## src/rtl/sigmon_pkg.sv

```systemverilog
// Shared types and constants for signal_monitor.
// Optional feature macro: SIGMON_COUNT_SATURATE_EN (event counter saturates at 15 instead of wrapping).
package sigmon_pkg;

    localparam int DATA_W = 4;
    localparam int LED_W  = 3;

    typedef enum logic [1:0] {
        MODE_COMPARE = 2'b00,
        MODE_ADD     = 2'b01,
        MODE_COUNT   = 2'b10,
        MODE_LOGIC   = 2'b11
    } mode_t;

    localparam logic [DATA_W-1:0] COUNT_MAX = '1;

    // Next event-counter value. The counter register and the top-level result
    // mux both use this, so the output always shows the value being loaded.
    function automatic logic [DATA_W-1:0] count_step(
        input logic [DATA_W-1:0] count,
        input logic              start,
        input logic              inc
    );
        logic [DATA_W-1:0] nxt;
        if (start) begin
            nxt = {{(DATA_W-1){1'b0}}, inc};
        end else if (inc) begin
`ifdef SIGMON_COUNT_SATURATE_EN
            nxt = (count == COUNT_MAX) ? COUNT_MAX : count + 1'b1;
`else
            nxt = count + 1'b1;
`endif
        end else begin
            nxt = count;
        end
        return nxt;
    endfunction

endpackage

```

## src/rtl/sigmon_event_counter.sv

```systemverilog
// Event counter: loads on start, increments on inc, otherwise holds.
// Wrap vs. saturate at 15 is selected by SIGMON_COUNT_SATURATE_EN.
module sigmon_event_counter
    import sigmon_pkg::*;
(
    input  logic              clk,
    input  logic              reset,
    input  logic              start,
    input  logic              inc,
    output logic [DATA_W-1:0] count
);

    always_ff @(posedge clk) begin
        if (!reset) begin
            count <= '0;
        end else begin
            count <= count_step(count, start, inc);
        end
    end

endmodule

```

## src/rtl/signal_monitor.sv

```systemverilog
// Mode-selectable monitor of two 4-bit operands with registered flags and result.
// Optional feature macro: SIGMON_COUNT_SATURATE_EN (see sigmon_pkg).
module signal_monitor
    import sigmon_pkg::*;
(
    input  logic              clk,
    input  logic              reset,
    input  logic [DATA_W-1:0] signal_a,
    input  logic [DATA_W-1:0] signal_b,
    input  logic [1:0]        mode_select,
    output logic [LED_W-1:0]  status_leds,
    output logic [DATA_W-1:0] control_out
);

    mode_t             mode;
    mode_t             prev_mode;
    logic              a_gt_b;
    logic              a_eq_b;
    logic              a_lt_b;
    logic [DATA_W:0]   sum;
    logic [DATA_W-1:0] xor_ab;
    logic              cnt_start;
    logic              cnt_inc;
    logic [DATA_W-1:0] cnt_q;
    logic [DATA_W-1:0] cnt_next;
    logic [LED_W-1:0]  leds_d;
    logic [DATA_W-1:0] out_d;

    assign mode   = mode_t'(mode_select);
    assign a_gt_b = signal_a > signal_b;
    assign a_eq_b = signal_a == signal_b;
    assign a_lt_b = signal_a < signal_b;
    assign sum    = {1'b0, signal_a} + {1'b0, signal_b};
    assign xor_ab = signal_a ^ signal_b;

    // Counter only moves while in COUNT; outside it start/inc are low so it freezes.
    assign cnt_start = (mode == MODE_COUNT) && (prev_mode != MODE_COUNT);
    assign cnt_inc   = (mode == MODE_COUNT) && a_gt_b;
    assign cnt_next  = count_step(cnt_q, cnt_start, cnt_inc);

    sigmon_event_counter u_counter (
        .clk   (clk),
        .reset (reset),
        .start (cnt_start),
        .inc   (cnt_inc),
        .count (cnt_q)
    );

    always_comb begin
        leds_d = '0;
        out_d  = '0;
        case (mode)
            MODE_COMPARE: begin
                leds_d = {a_gt_b, a_eq_b, a_lt_b};
                out_d  = a_gt_b ? signal_a : signal_b;
            end
            MODE_ADD: begin
                leds_d = {sum[DATA_W], sum[DATA_W-1:0] == '0, ^sum[DATA_W-1:0]};
                out_d  = sum[DATA_W-1:0];
            end
            MODE_COUNT: begin
                leds_d = {cnt_next == COUNT_MAX, a_gt_b, cnt_next != '0};
                out_d  = cnt_next;
            end
            MODE_LOGIC: begin
                leds_d = {|(signal_a & signal_b), ^xor_ab, signal_a == ~signal_b};
                out_d  = xor_ab;
            end
            default: begin
                leds_d = '0;
                out_d  = '0;
            end
        endcase
    end

    always_ff @(posedge clk) begin
        if (!reset) begin
            status_leds <= '0;
            control_out <= '0;
            prev_mode   <= MODE_COMPARE;
        end else begin
            status_leds <= leds_d;
            control_out <= out_d;
            prev_mode   <= mode;
        end
    end

endmodule

```

## config.mk

```make
export PLATFORM = sky130hd
export DESIGN_NAME = signal_monitor
export DESIGN_NICKNAME = d
export VERILOG_FILES = /design/src/rtl/sigmon_pkg.sv /design/src/rtl/sigmon_event_counter.sv /design/src/rtl/signal_monitor.sv
export SDC_FILE = /design/constraint.sdc
export NUM_CORES = 1
export LEC_CHECK = 0
export ABC_AREA = 1
export ABC_CLOCK_PERIOD_IN_PS = 1700
export BUFFER_PORTS_ARGS = -buffer_cell sky130_fd_sc_hd__buf_2
export CAP_MARGIN = 25
export CORE_ASPECT_RATIO = 1.25
export CORE_MARGIN = 3
export CORE_UTILIZATION = 35
export DETAILED_ROUTE_END_ITERATION = 10
export HOLD_SLACK_MARGIN = 0.03
export PLACE_DENSITY = 0.61
export SLEW_MARGIN = 20
export SYNTH_ARGS = -nofsm -noshare
export SYNTH_HDL_FRONTEND = slang
export SYNTH_SLANG_ARGS = --single-unit
```

## constraint.sdc

```tcl
create_clock -name clk -period 1.7 [get_ports clk]
set_input_delay 0.17 -clock clk [delete_from_list [all_inputs] [get_ports clk]]
set_output_delay 0.17 -clock clk [all_outputs]
set_load 0.01 [all_outputs]
```

Word level (Yosys, flattened, before mapping) --
Index checks and enable logic that the tools add are counted. W data, S select, Z words.
Operators by class: eq/ne operators 7, add/sub/neg operators 2, magnitude comparators 2, bitwise operators 3, reduce and logical (&&, ||, !) cells 8, mux-type cells 5
Operators with widths (count):
- $pmux W4 S4 | 1
- $mux W4 | 3
- $pmux W3 S4 | 1
- $eq A4 B4 Y1 | 2
- $reduce_xor A4 Y1 | 2
- $add A4 B4 Y5 | 1
- $add A4 B1 Y4 const B | 1
- $and A4 B4 Y4 | 1
- $eq A2 B2 Y1 const B | 2
- $eq A4 B4 Y1 const B | 1
- $gt A4 B4 Y1 | 1
- $logic_not A4 Y1 | 1
- $lt A4 B4 Y1 | 1
- $not A4 Y4 | 1
- $reduce_bool A4 Y1 | 1
- $reduce_or A4 Y1 | 1
- $xor A4 B4 Y4 | 1
- $eq A2 B1 Y1 const B | 1
- $logic_and A1 B1 Y1 | 2
- $logic_not A2 Y1 | 1
- $ne A2 B2 Y1 const B | 1
Storage, ports and cells: word-level logic and storage cells 31, register bits 13

Logic depth before layout (Yosys ltp) --
Gate-level depths: netlist (run 1).
depth in word-level cells 6, gate-level depth with buffers 15, mapped depth without buffers 15

Hierarchy --
A second synthesis (run 1) with hierarchy kept.
Second synthesis, totals: cells, all modules 172, area, all modules 1159.9 um^2
By module, submodules not included:
- signal_monitor | area an instance 975.9 um^2, cells each 146, instances 1
- sigmon_event_counter | area an instance 183.9 um^2, cells each 26, instances 1

Least setup slack after synthesis (run 1) --
OpenSTA, ideal clock, no wires.
path type input to register, from input port signal_a[0], to register status_leds[0], data arrival time 1.751 ns, slack -0.121 ns, stages 10, setup time 0.070 ns, path buffers 0, path through ha_1 -> or2_2 -> a31oi_1 -> xor2_1 -> inv_1 -> ha_1 -> xnor2_1 -> o21ai_0 -> nor2_1 -> a21oi_1
On the way: cells in the longest elaborated chain, start to end 6
RTL lines:
- from (decl) | line signal_monitor.sv:8 | input logic [DATA_W-1:0] signal_a,
- $gt A4 B4 Y1 | line signal_monitor.sv:30 | assign a_gt_b = signal_a > signal_b;
- $logic_and A1 B1 Y1 | line signal_monitor.sv:38 | assign cnt_inc = (mode == MODE_COUNT) && a_gt_b;
- $mux W4
- $mux W4 | line sigmon_pkg.sv:25 | if (start) begin
- $reduce_bool A4 Y1 | line signal_monitor.sv:62 | leds_d = {cnt_next == COUNT_MAX, a_gt_b, cnt_next != '0};
- $pmux W3 S4 * | line signal_monitor.sv:52 | case (mode)
- to (signal assigned) | line signal_monitor.sv:82 | status_leds <= leds_d;
- to (decl) | line signal_monitor.sv:11 | output logic [LED_W-1:0] status_leds,
Mark *: on every way between the ends. The rest lies on a longest branch, timed or not. A chain may end at the register's enable or synchronous reset.

Worst setup path in the final report (run 1) --
from input port signal_a[1], to register status_leds[0]
Same word-level chain as after synthesis.

==> metrics.txt, run 1 <==
critical setup path kind input port to flip-flop; WL final 2840 um; # IOs 19; Root Buffer Master clkbuf_4; Syn Nets 179; Detail Route Antenna Nets 0; simple-gate share of the synthesized area 0.3364; Starting Density 0.3666; max-cap check violation count 0; vias in the first global route 1135; Final Cell Area 1534 sq um; Switching Power 338.4 uW; DR pass1 iterations 4; dominant cells by area after synthesis dfxtp_1, ha_1, nand2_1, inv_1, nor2_1; adder-cell area share of the yosys netlist 0.1561; post-synthesis xor/xnor area fraction 0.04822; port buffer count 18; grt ovf 0; internal power 618.3 uW; placed cell areas 1443 sq um; Vias/cell 4.970; fraction of synthesized area in multiplexers 0; CTS Buf Count 3; WP data arrival 1830 ps; most frequent cells in the layout nand2_1, inv_1, buf_4; largest net degree at the start of global routing 11; DRC 0; Avg Inst Size Synth 7.077 sq um; Syn Inst Count 154; yosys warns 0; Least-Margin Pin Slew 243.0 ps; Required @ worst endpoint 1870 ps; most common cell after layout, fill and taps aside nand2_1; Reg clk slew, reported paths 80 ps; Die Y 68.39 um; post-DP HPWL 2281 um; main combinational cell family by area after synthesis simple AND/OR/NAND/NOR gates; Max Freq 602.6 MHz; Syn Std Cell Area 1090 sq um; period utilization 0.9761; initial antenna violation count 0; Leakage 0.0007742 uW; P&R area growth vs syn 40.76%; die area 3823 sq um; Synth area leader dfxtp_1; Comb power frac 0.448; Final Hold Viols 0; Skew-Pair Late Insertion Delay 270 ps; global-route usage over all layers 0.1521; Vias 1168; H-tree levels 1; nets 225; final setup fails 0; Rows 22; WL/cell 12.09 um; startpoint type of the worst setup path input port; Yosys reg bits 13; Sw Ratio 0.3537; worst clock skew 2.847 ps; hold buffers post-CTS 0; Ant. Diodes 0; sequential share of power 0.352; CTS Buffer Depth 2; Slew Limit Fails 0; Die X 55.91 um; routability cong. 0.8552; clock power share 0.200; first-pass GRT wire length 4588 um; PwrDens 623.7 nW/um^2; core area 2973 sq um; CTS sink count 13; Worst setup EP type flip-flop; Max FO, Critical Path 3; HP Class input port to flip-flop; Distinct cells, synth 25; Synth Area in Compound Gates 0.1240; DRT iter0 DRCs 43; slew margin rel. 0.8378; peak supply drop 287.5 uV; outcome finished clean; share of layout cells above drive strength 1 0.3719; register area share after synthesis 0.2388; Min Hold Slack 160.7 ps; Final min period 1659 ps; CTS tree yes; top cell type's share of synthesized area 0.2388
==> synth_stat cells <==
cell	number
nand3_2	3
o22ai_1	2
ha_1	12
dfxtp_1	13
nand2_1	31
nor2_2	2
a21oi_1	9
inv_1	24
o21ai_0	4
nand2_2	2
nand4_2	1
nand4_1	4
a31oi_1	5
xor2_1	4
o221a_2	1
nand3_1	7
or2_2	2
o31ai_1	1
xnor2_1	2
nor2_1	15
o211ai_1	1
nand2_4	3
inv_2	4
nor2_8	1
fa_1	1
==> cell type report <==
class | count | area [sq um]
fillers | 302 | 1439
well taps | 36 | 45.04
clock buffers | 4 | 26.28
repair buffers | 41 | 262.8
multi-input cells | 113 | 834.6
flip-flops and latches | 13 | 260.3
inverters | 28 | 105.1
==> sequential cells by signal, indices dropped and copies added (netlist names) <==
name / cells
u_counter.count: 4
status_leds: 3
prev_mode: 2
control_out: 4
==> cells by family (layout without fill, tap and decap cells) <==
logic type / count (synthesis) / after routing
fa+ha+maj: 13 / 13
xor+xnor: 6 / 6
compound gates: 23 / 23
flops: 13 / 13
simple gates: 71 / 71
buf+inv: 28 / 73
==> stage by stage <==
stage | worst slack [ps] | setup TNS (ps) | utilization | total power, uW | cells
floorplan | -24.45 | -24.45 | - | 578.2 | 154
global placement | -244.3 | -494.9 | 0.4853 | 724.2 | 230
detailed placement | -310.4 | -909.6 | 0.4853 | 736.0 | 230
CTS | 15.60 | 0 | 0.4987 | 934.6 | 235
global route | -47.50 | -63.65 | 0.5160 | 1027 | 235
finish | 40.59 | 0 | 0.5160 | 956.7 | 235
==> path summary, 6_finish.rpt <==
check | startpoint | to | slack (ps) | cells after the start
setup / recovery | signal_a[1] | status_leds[0] | 40 | 11
hold / removal | mode_select[1] | prev_mode[1] | 160 | 3
setup reg to reg | u_counter.count[0] | status_leds[2] | 210 | 8
hold reg to reg | u_counter.count[3] | u_counter.count[3] | 630 | 4
==> worst max-delay path, cell delays in order <==
cell and delay, ps:
buf_2 140, ha_4 160, or2_4 260, a31oi_4 190, xor2_2 180, inv_1 90, ha_4 270, xnor2_1 110
o21ai_1 90, nor2_1 100, a21oi_1 70
==> power by group through the flow <==
stage | logic [uW] | clock network, uW | registers [uW]
2_1_floorplan | 225 | 0 | 353
3_3_place_gp | 381 | 0 | 343
3_5_place_dp | 392 | 0 | 344
4_1_cts | 403 | 195 | 337
5_1_grt | 474 | 213 | 339
6_report | 429 | 191 | 336
==> per-layer routing <==
layer	vias to the layer above	GRT usage	wire [um]
met5	-	0	0
met4	0	0.1009	123
met3	15	0.01321	104
met2	31	0.3018	1532
met1	530	0.1525	1079
li1	592	-	-
==> timing repair <==
| item | CTS | global route |
|---|---|---|
| pin swaps | 0 | 4 |
| setup endpoints to repair | 1 | 2 |
| resized for setup | 1 | 8 |
| setup buffers | 1 | 0 |
Power figures use the tool's default switching activity.
==> run 2: changes to the inputs <==
--- a/config.mk
+++ b/config.mk
@@ -5,7 +5,6 @@
 export SDC_FILE = /design/constraint.sdc
 export NUM_CORES = 1
 export LEC_CHECK = 0
-export ABC_AREA = 1
 export ABC_CLOCK_PERIOD_IN_PS = 1700
 export BUFFER_PORTS_ARGS = -buffer_cell sky130_fd_sc_hd__buf_2
 export CAP_MARGIN = 25
==> run 2 against run 1 <==
  * The flow now finishes with violations (negative setup slack)
  * Synthesized area increased by 6.9%
  * Sequential power decreased by 2%
  * Cell area rose by 19%
  * Register-to-register slack lost 100 ps
  * Cell count decreased by 2.1%
  * Non-clock buffer count up 22
  * First-iteration DRC count shrank 42%
  * Maximum frequency fell by 5.6%
  * Critical path type unchanged
  * Critical endpoint unchanged
  * Highest routed layer unchanged
==> metrics.txt, run 2 <==
Vias 1212 (was 1168); DRC 0 (unchanged); P&R area growth vs syn 56.39% (was 40.76%); Reg clk slew, reported paths 90 ps (was 80 ps); Vias/cell 5.270 (was 4.970); WHS Path Cells 2 (was 3); WP data arrival 1960 ps (was 1830 ps); Max Freq 569.1 MHz (was 602.6 MHz); Required @ worst endpoint 1900 ps (was 1870 ps); Avg Inst Size Synth 8.825 sq um (was 7.077 sq um); share of layout cells above drive strength 1 0.5052 (was 0.3719); Skew-Pair Late Insertion Delay 280 ps (was 270 ps); dominant cells by area after synthesis dfxtp_1, ha_1, xnor2_1, nand2_1, inv_1 (was dfxtp_1, ha_1, nand2_1, inv_1, nor2_1); CTS tree yes (unchanged); most used cell, CP a31oi_1 (was ha_4); Starting Density 0.3812 (was 0.3666); Die Y 70.50 um (was 68.39 um); H-tree levels 1 (unchanged); Final Hold Viols 0 (unchanged); max incr delay on CP 280 ps (was 270 ps); nets 220 (was 225); first-pass GRT wire length 4836 um (was 4588 um); Die X 57.60 um (was 55.91 um); Rows 22 (unchanged); Setup WS post-layout -57.17 ps (was 40.59 ps); WL/cell 14.32 um (was 12.09 um); max-cap check violation count 0 (unchanged); setup TNS -58.44 ps (was 0 ps); startpoint type of the worst setup path input port (unchanged); final setup fails 2 (was 0); Distinct cells, synth 43 (was 25); CP Cell Sequence buf_12, ha_4, inv_2, a21oi_4, o21bai_4, xnor2_2, ha_1, xnor2_1, nor2_1, a31oi_1, a21oi_1, nand2_1, a31oi_1 (was buf_2, ha_4, or2_4, a31oi_4, xor2_2, inv_1, ha_4, xnor2_1, o21ai_1, nor2_1, a21oi_1); Syn Nets 157 (was 179); most frequent cells in the layout buf_4, dfxtp_1, nand2_1, buf_2 (was nand2_1, inv_1, buf_4); global-route usage over all layers 0.1486 (was 0.1521); Worst setup EP type flip-flop (unchanged); core area 3055 sq um (was 2973 sq um); # IOs 19 (unchanged); failing checks negative setup slack; Reg2Reg Capture Point status_leds[2] (unchanged); placed cell areas 1511 sq um (was 1443 sq um); most common cell after layout, fill and taps aside buf_4 (was nand2_1); top cell type's share of synthesized area 0.2234 (was 0.2388); CTS sink count 13 (unchanged); outcome finished with violations (was finished clean); r2r setup slk 110 ps (was 210 ps); Least-Margin Pin Slew 316.8 ps (was 243.0 ps); r2r worst-path depth 6 (was 8); Syn Std Cell Area 1165 sq um (was 1090 sq um); hold buffers post-CTS 0 (unchanged); RSZ-0062 raised after global routing true; Hold Path End control_out[0] (was prev_mode[1]); number of synthesized flops with an enable pin 0 (unchanged); commonest cells in the netlist dfxtp_1, nand2_1, ha_1, inv_1 (was nand2_1, inv_1, nor2_1, dfxtp_1, ha_1); grt ovf 0 (unchanged); yosys warns 0 (unchanged); register area share after synthesis 0.2234 (was 0.2388); FFs w/ async S/R, synth 0 (unchanged); Final min period 1757 ps (was 1659 ps); Yosys reg bits 13 (unchanged); Slowest-stage cell, CP ha_4 (unchanged); Ant. Diodes 0 (unchanged); routability cong. 0.8545 (was 0.8552); worst r2r src prev_mode[0] (was u_counter.count[0]); Detail Route Antenna Nets 0 (unchanged); DRT iter0 DRCs 25 (was 43); Power Total 1044 uW (was 956.7 uW); port buffer count 18 (unchanged); HP Class input port to flip-flop (unchanged); Root Buffer Master clkbuf_4 (unchanged); PwrDens 573.3 nW/um^2 (was 623.7 nW/um^2); post-DP HPWL 2413 um (was 2281 um); WL final 3293 um (was 2840 um); period utilization 1.034 (was 0.9761); CTS Buffer Depth 2 (unchanged); CTS Buf Count 3 (unchanged); DR pass1 iterations 4 (unchanged); Final Cell Area 1822 sq um (was 1534 sq um); # fillers 276 (was 302); Regs by FF count control_out x4, u_counter.count x4, status_leds x3 (unchanged); Post-synth top flop dfxtp_1 (unchanged); initial antenna violation count 0 (unchanged); slew margin rel. 0.7861 (was 0.8378); min-delay src reset (was mode_select[1]); Max FO, Critical Path 4 (was 3); Leakage 0.0008109 uW (was 0.0007742 uW); largest net degree at the start of global routing 17 (was 11); peak supply drop 418.5 uV (was 287.5 uV); vias in the first global route 1127 (was 1135); die area 4061 sq um (was 3823 sq um); Syn Inst Count 132 (was 154); Synth area leader dfxtp_1 (unchanged); worst clock skew 8.484 ps (was 2.847 ps); Slew Limit Fails 0 (unchanged); critical setup path kind input port to flip-flop (unchanged)
run 2: cell count changes in the layout (fill, tap and decap cells not counted), moves of 4 or more:
cell / delta
buf_4: +19
nor2_1: -9
a21oi_1: -4
buf_6: +7
nand3_1: -4
inv_1: -19
buf_2: -6
nand2_1: -18
run 2: how the worst max path moves through the flow:
stage,from,to,depth (start not counted)
6_report,signal_a[1],status_leds[0],13
5_1_grt,signal_a[2],status_leds[2],10
4_1_cts,signal_b[0],status_leds[0],11
3_5_place_dp,signal_b[1],status_leds[0],13
3_3_place_gp,signal_a[1],status_leds[0],13
2_1_floorplan,signal_a[0],status_leds[0],10
run 2: metal layers:
metal	part of all wire	vias to the layer above	global-route usage
met5	0	-	0
met2	0.54	50	0.2676
li1	-	594	-
met3	0.044	13	0.01664
met4	0.038	0	0.08505
met1	0.38	555	0.1628
run 2: where the power goes:
group | switching [uW] | leakage, uW | internal (uW) | total [uW]
logic | 241 | 0.000686 | 280 | 522
registers | 5.88 | 0.000107 | 325 | 330
clock network | 105 | 0.0000177 | 87.3 | 192
run 2: through the flow:
step	setup WS, ps	util	hold WS (ps)	instances
global placement	-286.9	0.4947	466.2	213
detailed placement	-381.3	0.4947	481.3	213
floorplan	-65.52	-	287.5	132
CTS	1.922	0.5221	188.1	219
global route	-106.7	0.5962	201.3	230
finish	-57.17	0.5962	184.9	230
run 2: cell type report:
type	instances	area, sq um	share of cell area
timing repair buffer	63	489.2	0.2685
inverter	10	45.04	0.02473
clock inverter	1	5.005	0.002747
sequential	13	260.3	0.1429
tap	36	45.04	0.02473
clock buffer	3	22.52	0.01236
multi-input combinational	104	954.7	0.5240
run 2: what timing repair did:
item / 4_1_cts / 5_1_grt
buffers inserted: 2 / 11
endpoints found under the setup margin: 2 / 6
gates resized for setup: 9 / 26
pin swaps: 8 / 20
run 2: kinds of logic (layout without fill, tap and decap cells):
group / after synthesis / count (layout) / synth area share
AND/OR/NAND/NOR: 42 / 42 / 0.1976
AO/OA/AOI/OAI: 37 / 37 / 0.2535
buffers and inverters: 15 / 77 / 0.08486
adder cells (fa/ha/maj): 13 / 13 / 0.1461
flip-flops: 13 / 13 / 0.2234
XOR/XNOR: 9 / 9 / 0.06767
multiplexers: 3 / 3 / 0.02685
run 2: critical path: cells and delay by family:
family | cells | cell delay [ps]
compound gates | 5 | 550
buf+inv | 2 | 150
fa+ha+maj | 2 | 560
xor+xnor | 2 | 350
simple gates | 2 | 170
==> run 3: changes to the inputs <==
--- a/config.mk
+++ b/config.mk
@@ -7,13 +7,13 @@
 export LEC_CHECK = 0
 export ABC_CLOCK_PERIOD_IN_PS = 1700
 export BUFFER_PORTS_ARGS = -buffer_cell sky130_fd_sc_hd__buf_2
-export CAP_MARGIN = 25
 export CORE_ASPECT_RATIO = 1.25
 export CORE_MARGIN = 3
-export CORE_UTILIZATION = 35
+export CORE_UTILIZATION = 31
 export DETAILED_ROUTE_END_ITERATION = 10
 export HOLD_SLACK_MARGIN = 0.03
-export PLACE_DENSITY = 0.61
+export PLACE_DENSITY = 0.56
+export SETUP_SLACK_MARGIN = 0.5
 export SLEW_MARGIN = 20
 export SYNTH_ARGS = -nofsm -noshare
 export SYNTH_HDL_FRONTEND = slang
==> run 3 against run 2 <==
  * The run still ends with negative setup slack left
  * Global-route usage decreased by 0.29 points
  * Largest cell class unchanged
  * First-iteration DRC count grew 36%
  * Cell area is essentially flat
  * Maximum frequency is 0.21% higher
  * Sequential power is essentially flat
  * Critical path type unchanged
  * Core utilization is 8.2 points lower
  * Combinational power fell by 5.7%
  * Critical path depth rose by 1
  * Worst setup slack better by 3.6 ps
  * Sequential share of layout area about the same
  * Power up 5.9%
==> metrics.txt, run 3 (same netlist as run 2, synthesis figures left out) <==
placed cell areas 1562 sq um (was 1511 sq um); Required @ worst endpoint 1880 ps (was 1900 ps); largest net degree at the start of global routing 17 (unchanged); Slew Limit Fails 0 (unchanged); most frequent cells in the layout buf_4, buf_2, nand2_1, dfxtp_1, ha_4 (was buf_4, dfxtp_1, nand2_1, buf_2); # IOs 19 (unchanged); grt ovf 0 (unchanged); post-DP HPWL 2402 um (was 2413 um); Ant. Diodes 0 (unchanged); PwrDens 606.8 nW/um^2 (was 573.3 nW/um^2); CTS Buf Count 3 (unchanged); P&R area growth vs syn 56.50% (was 56.39%); share of layout cells above drive strength 1 0.5079 (was 0.5052); Final Hold Viols 0 (unchanged); setup TNS -53.54 ps (was -58.44 ps); worst r2r src u_counter.count[0] (was prev_mode[0]); most common cell after layout, fill and taps aside buf_4 (unchanged); clock power share 0.255 (was 0.184); Inst Count DP 214 (was 213); slew margin rel. 0.7771 (was 0.7861); routability cong. 0.8372 (was 0.8545); RSZ-0062 raised after global routing true (unchanged); r2r worst-path depth 6 (unchanged); outcome finished with violations (unchanged); Leakage 0.0007849 uW (was 0.0008109 uW); WL final 3053 um (was 3293 um); core area 3543 sq um (was 3055 sq um); Vias/cell 4.842 (was 5.270); CTS Buffer Depth 2 (unchanged); Starting Density 0.3287 (was 0.3812); Detail Route Antenna Nets 0 (unchanged); DR pass1 iterations 4 (unchanged); final setup fails 1 (was 2); WP data arrival 1930 ps (was 1960 ps); Reg2Reg Capture Point status_leds[2] (unchanged); Reg clk slew, reported paths 60 ps (was 90 ps); DRC 0 (unchanged); internal power 750.9 uW (was 692.2 uW); Switching Power 355.3 uW (was 352.1 uW); CTS sink count 13 (unchanged); Hold Path End control_out[0] (unchanged); post-route core utilization 0.5145 (was 0.5962); CTS tree yes (unchanged); initial antenna violation count 0 (unchanged); r2r setup slk 130 ps (was 110 ps); Max FO, Critical Path 3 (was 4); Power Total 1106 uW (was 1044 uW); WL/cell 13.39 um (was 14.32 um); Setup WS post-layout -53.54 ps (was -57.17 ps); Rows 24 (was 22); Final min period 1754 ps (was 1757 ps); Max Freq 570.3 MHz (was 569.1 MHz); Comb power frac 0.445 (was 0.500); Post-Layout Cell Count 228 (was 230); peak supply drop 253.9 uV (was 418.5 uV); Sw Ratio 0.3212 (was 0.3372); Slowest-stage cell, CP ha_1 (was ha_4); WHS Path Cells 2 (unchanged); Regs by FF count control_out x4, u_counter.count x4, status_leds x3 (unchanged); vias in the first global route 1104 (was 1127); HP Class input port to flip-flop (unchanged); Least-Margin Pin Slew 330.0 ps (was 316.8 ps); first-pass GRT wire length 4857 um (was 4836 um); max incr delay on CP 280 ps (about the same); DRT iter0 DRCs 34 (was 25); Die Y 74.54 um (was 70.50 um); nets 215 (was 220); CP Cell Sequence buf_12, inv_12, ha_4, inv_2, a21oi_2, o21bai_1, xnor2_1, ha_1, xnor2_1, nor2_1, a31oi_1, a21oi_1, nand2_1, a31oi_1 (was buf_12, ha_4, inv_2, a21oi_4, o21bai_4, xnor2_2, ha_1, xnor2_1, nor2_1, a31oi_1, a21oi_1, nand2_1, a31oi_1); H-tree levels 1 (unchanged); critical setup path kind input port to flip-flop (unchanged); Final Cell Area 1823 sq um (was 1822 sq um); port buffer count 18 (unchanged); failing checks negative setup slack (unchanged); Vias 1104 (was 1212); Worst setup EP type flip-flop (unchanged); Skew-Pair Late Insertion Delay 250 ps (was 280 ps); sequential share of power 0.300 (was 0.316); startpoint type of the worst setup path input port (unchanged); die area 4534 sq um (was 4061 sq um); max-cap check violation count 0 (unchanged); min-delay src reset (unchanged); worst clock skew 1.215 ps (was 8.484 ps); global-route usage over all layers 0.1456 (was 0.1486); Root Buffer Master clkbuf_8 (was clkbuf_4); hold buffers post-CTS 0 (unchanged); period utilization 1.031 (was 1.034); Die X 60.83 um (was 57.60 um)
## run 3: cell types whose count changed in the layout (fill, tap and decap cells not counted), moves of 2 or more
| cell | previous run | this run |
|---|---|---|
| buf_4 | 42 | 35 |
| clkbuf_8 | 0 | 3 |
| clkbuf_4 | 3 | 0 |
| o21ai_2 | 0 | 2 |
| o21ai_0 | 5 | 2 |
| nor3b_1 | 3 | 1 |
| buf_2 | 12 | 14 |
## run 3: final cells by class
cell class	instances	area [sq um]
Clock buffer	3	41.29
Tap cell	39	48.80
Fill cell	342	1720
Timing Repair Buffer	58	450.4
Multi-Input combinational cell	104	962.2
Sequential cell	13	260.3
Inverter	10	55.05
Clock inverter	1	5.005
## run 3: routing by layer
metal,share of wire,GRT usage
met1,0.41,0.1571
met2,0.55,0.2759
met3,0.019,0.02083
met4,0.017,0.05783
met5,0,0
## run 3: worst max path at each step
stage                           start             end  slack, ps  cells after the start
after floorplan           signal_a[0]  status_leds[0]        -70                     10
after global placement    signal_b[1]  status_leds[2]       -370                     11
after detailed placement  signal_b[1]  status_leds[2]       -400                     11
after CTS                 signal_a[0]  status_leds[0]          6                     11
after global routing      signal_b[1]  status_leds[0]       -170                     14
final                     signal_b[1]  status_leds[0]        -50                     14
## run 3: power by group through the flow
stage          Clock, uW  Sequential, uW  Combinational (uW)
6_report             282             332                 492
5_1_grt              305             334                 536
4_1_cts              284             332                 475
3_5_place_dp           0             339                 429
3_3_place_gp           0             338                 426
2_1_floorplan          0             347                 277
## run 3: critical path, delay by kind of cell
kind	cells	cell delay, ps
AOI/OAI and AO/OA	5	560
buffers and inverters	3	160
and+or+nand+nor	2	150
adders and majority gates	2	550
xor gates and xnor gates	2	340
## run 3: metrics by stage
step | setup WS (ps) | hold slack [ps]
floorplan | -65.38 | 287.5
global placement | -369.1 | 465.6
detailed placement | -396.1 | 480.3
CTS | 6.340 | 224.6
global route | -173.2 | 230.5
finish | -53.54 | 222.5
## run 3: repair_timing
action,4_1_cts,5_1_grt
resized for setup,24,7
pin swaps,26,7
buffers inserted,8,2
setup endpoints to repair,11,11
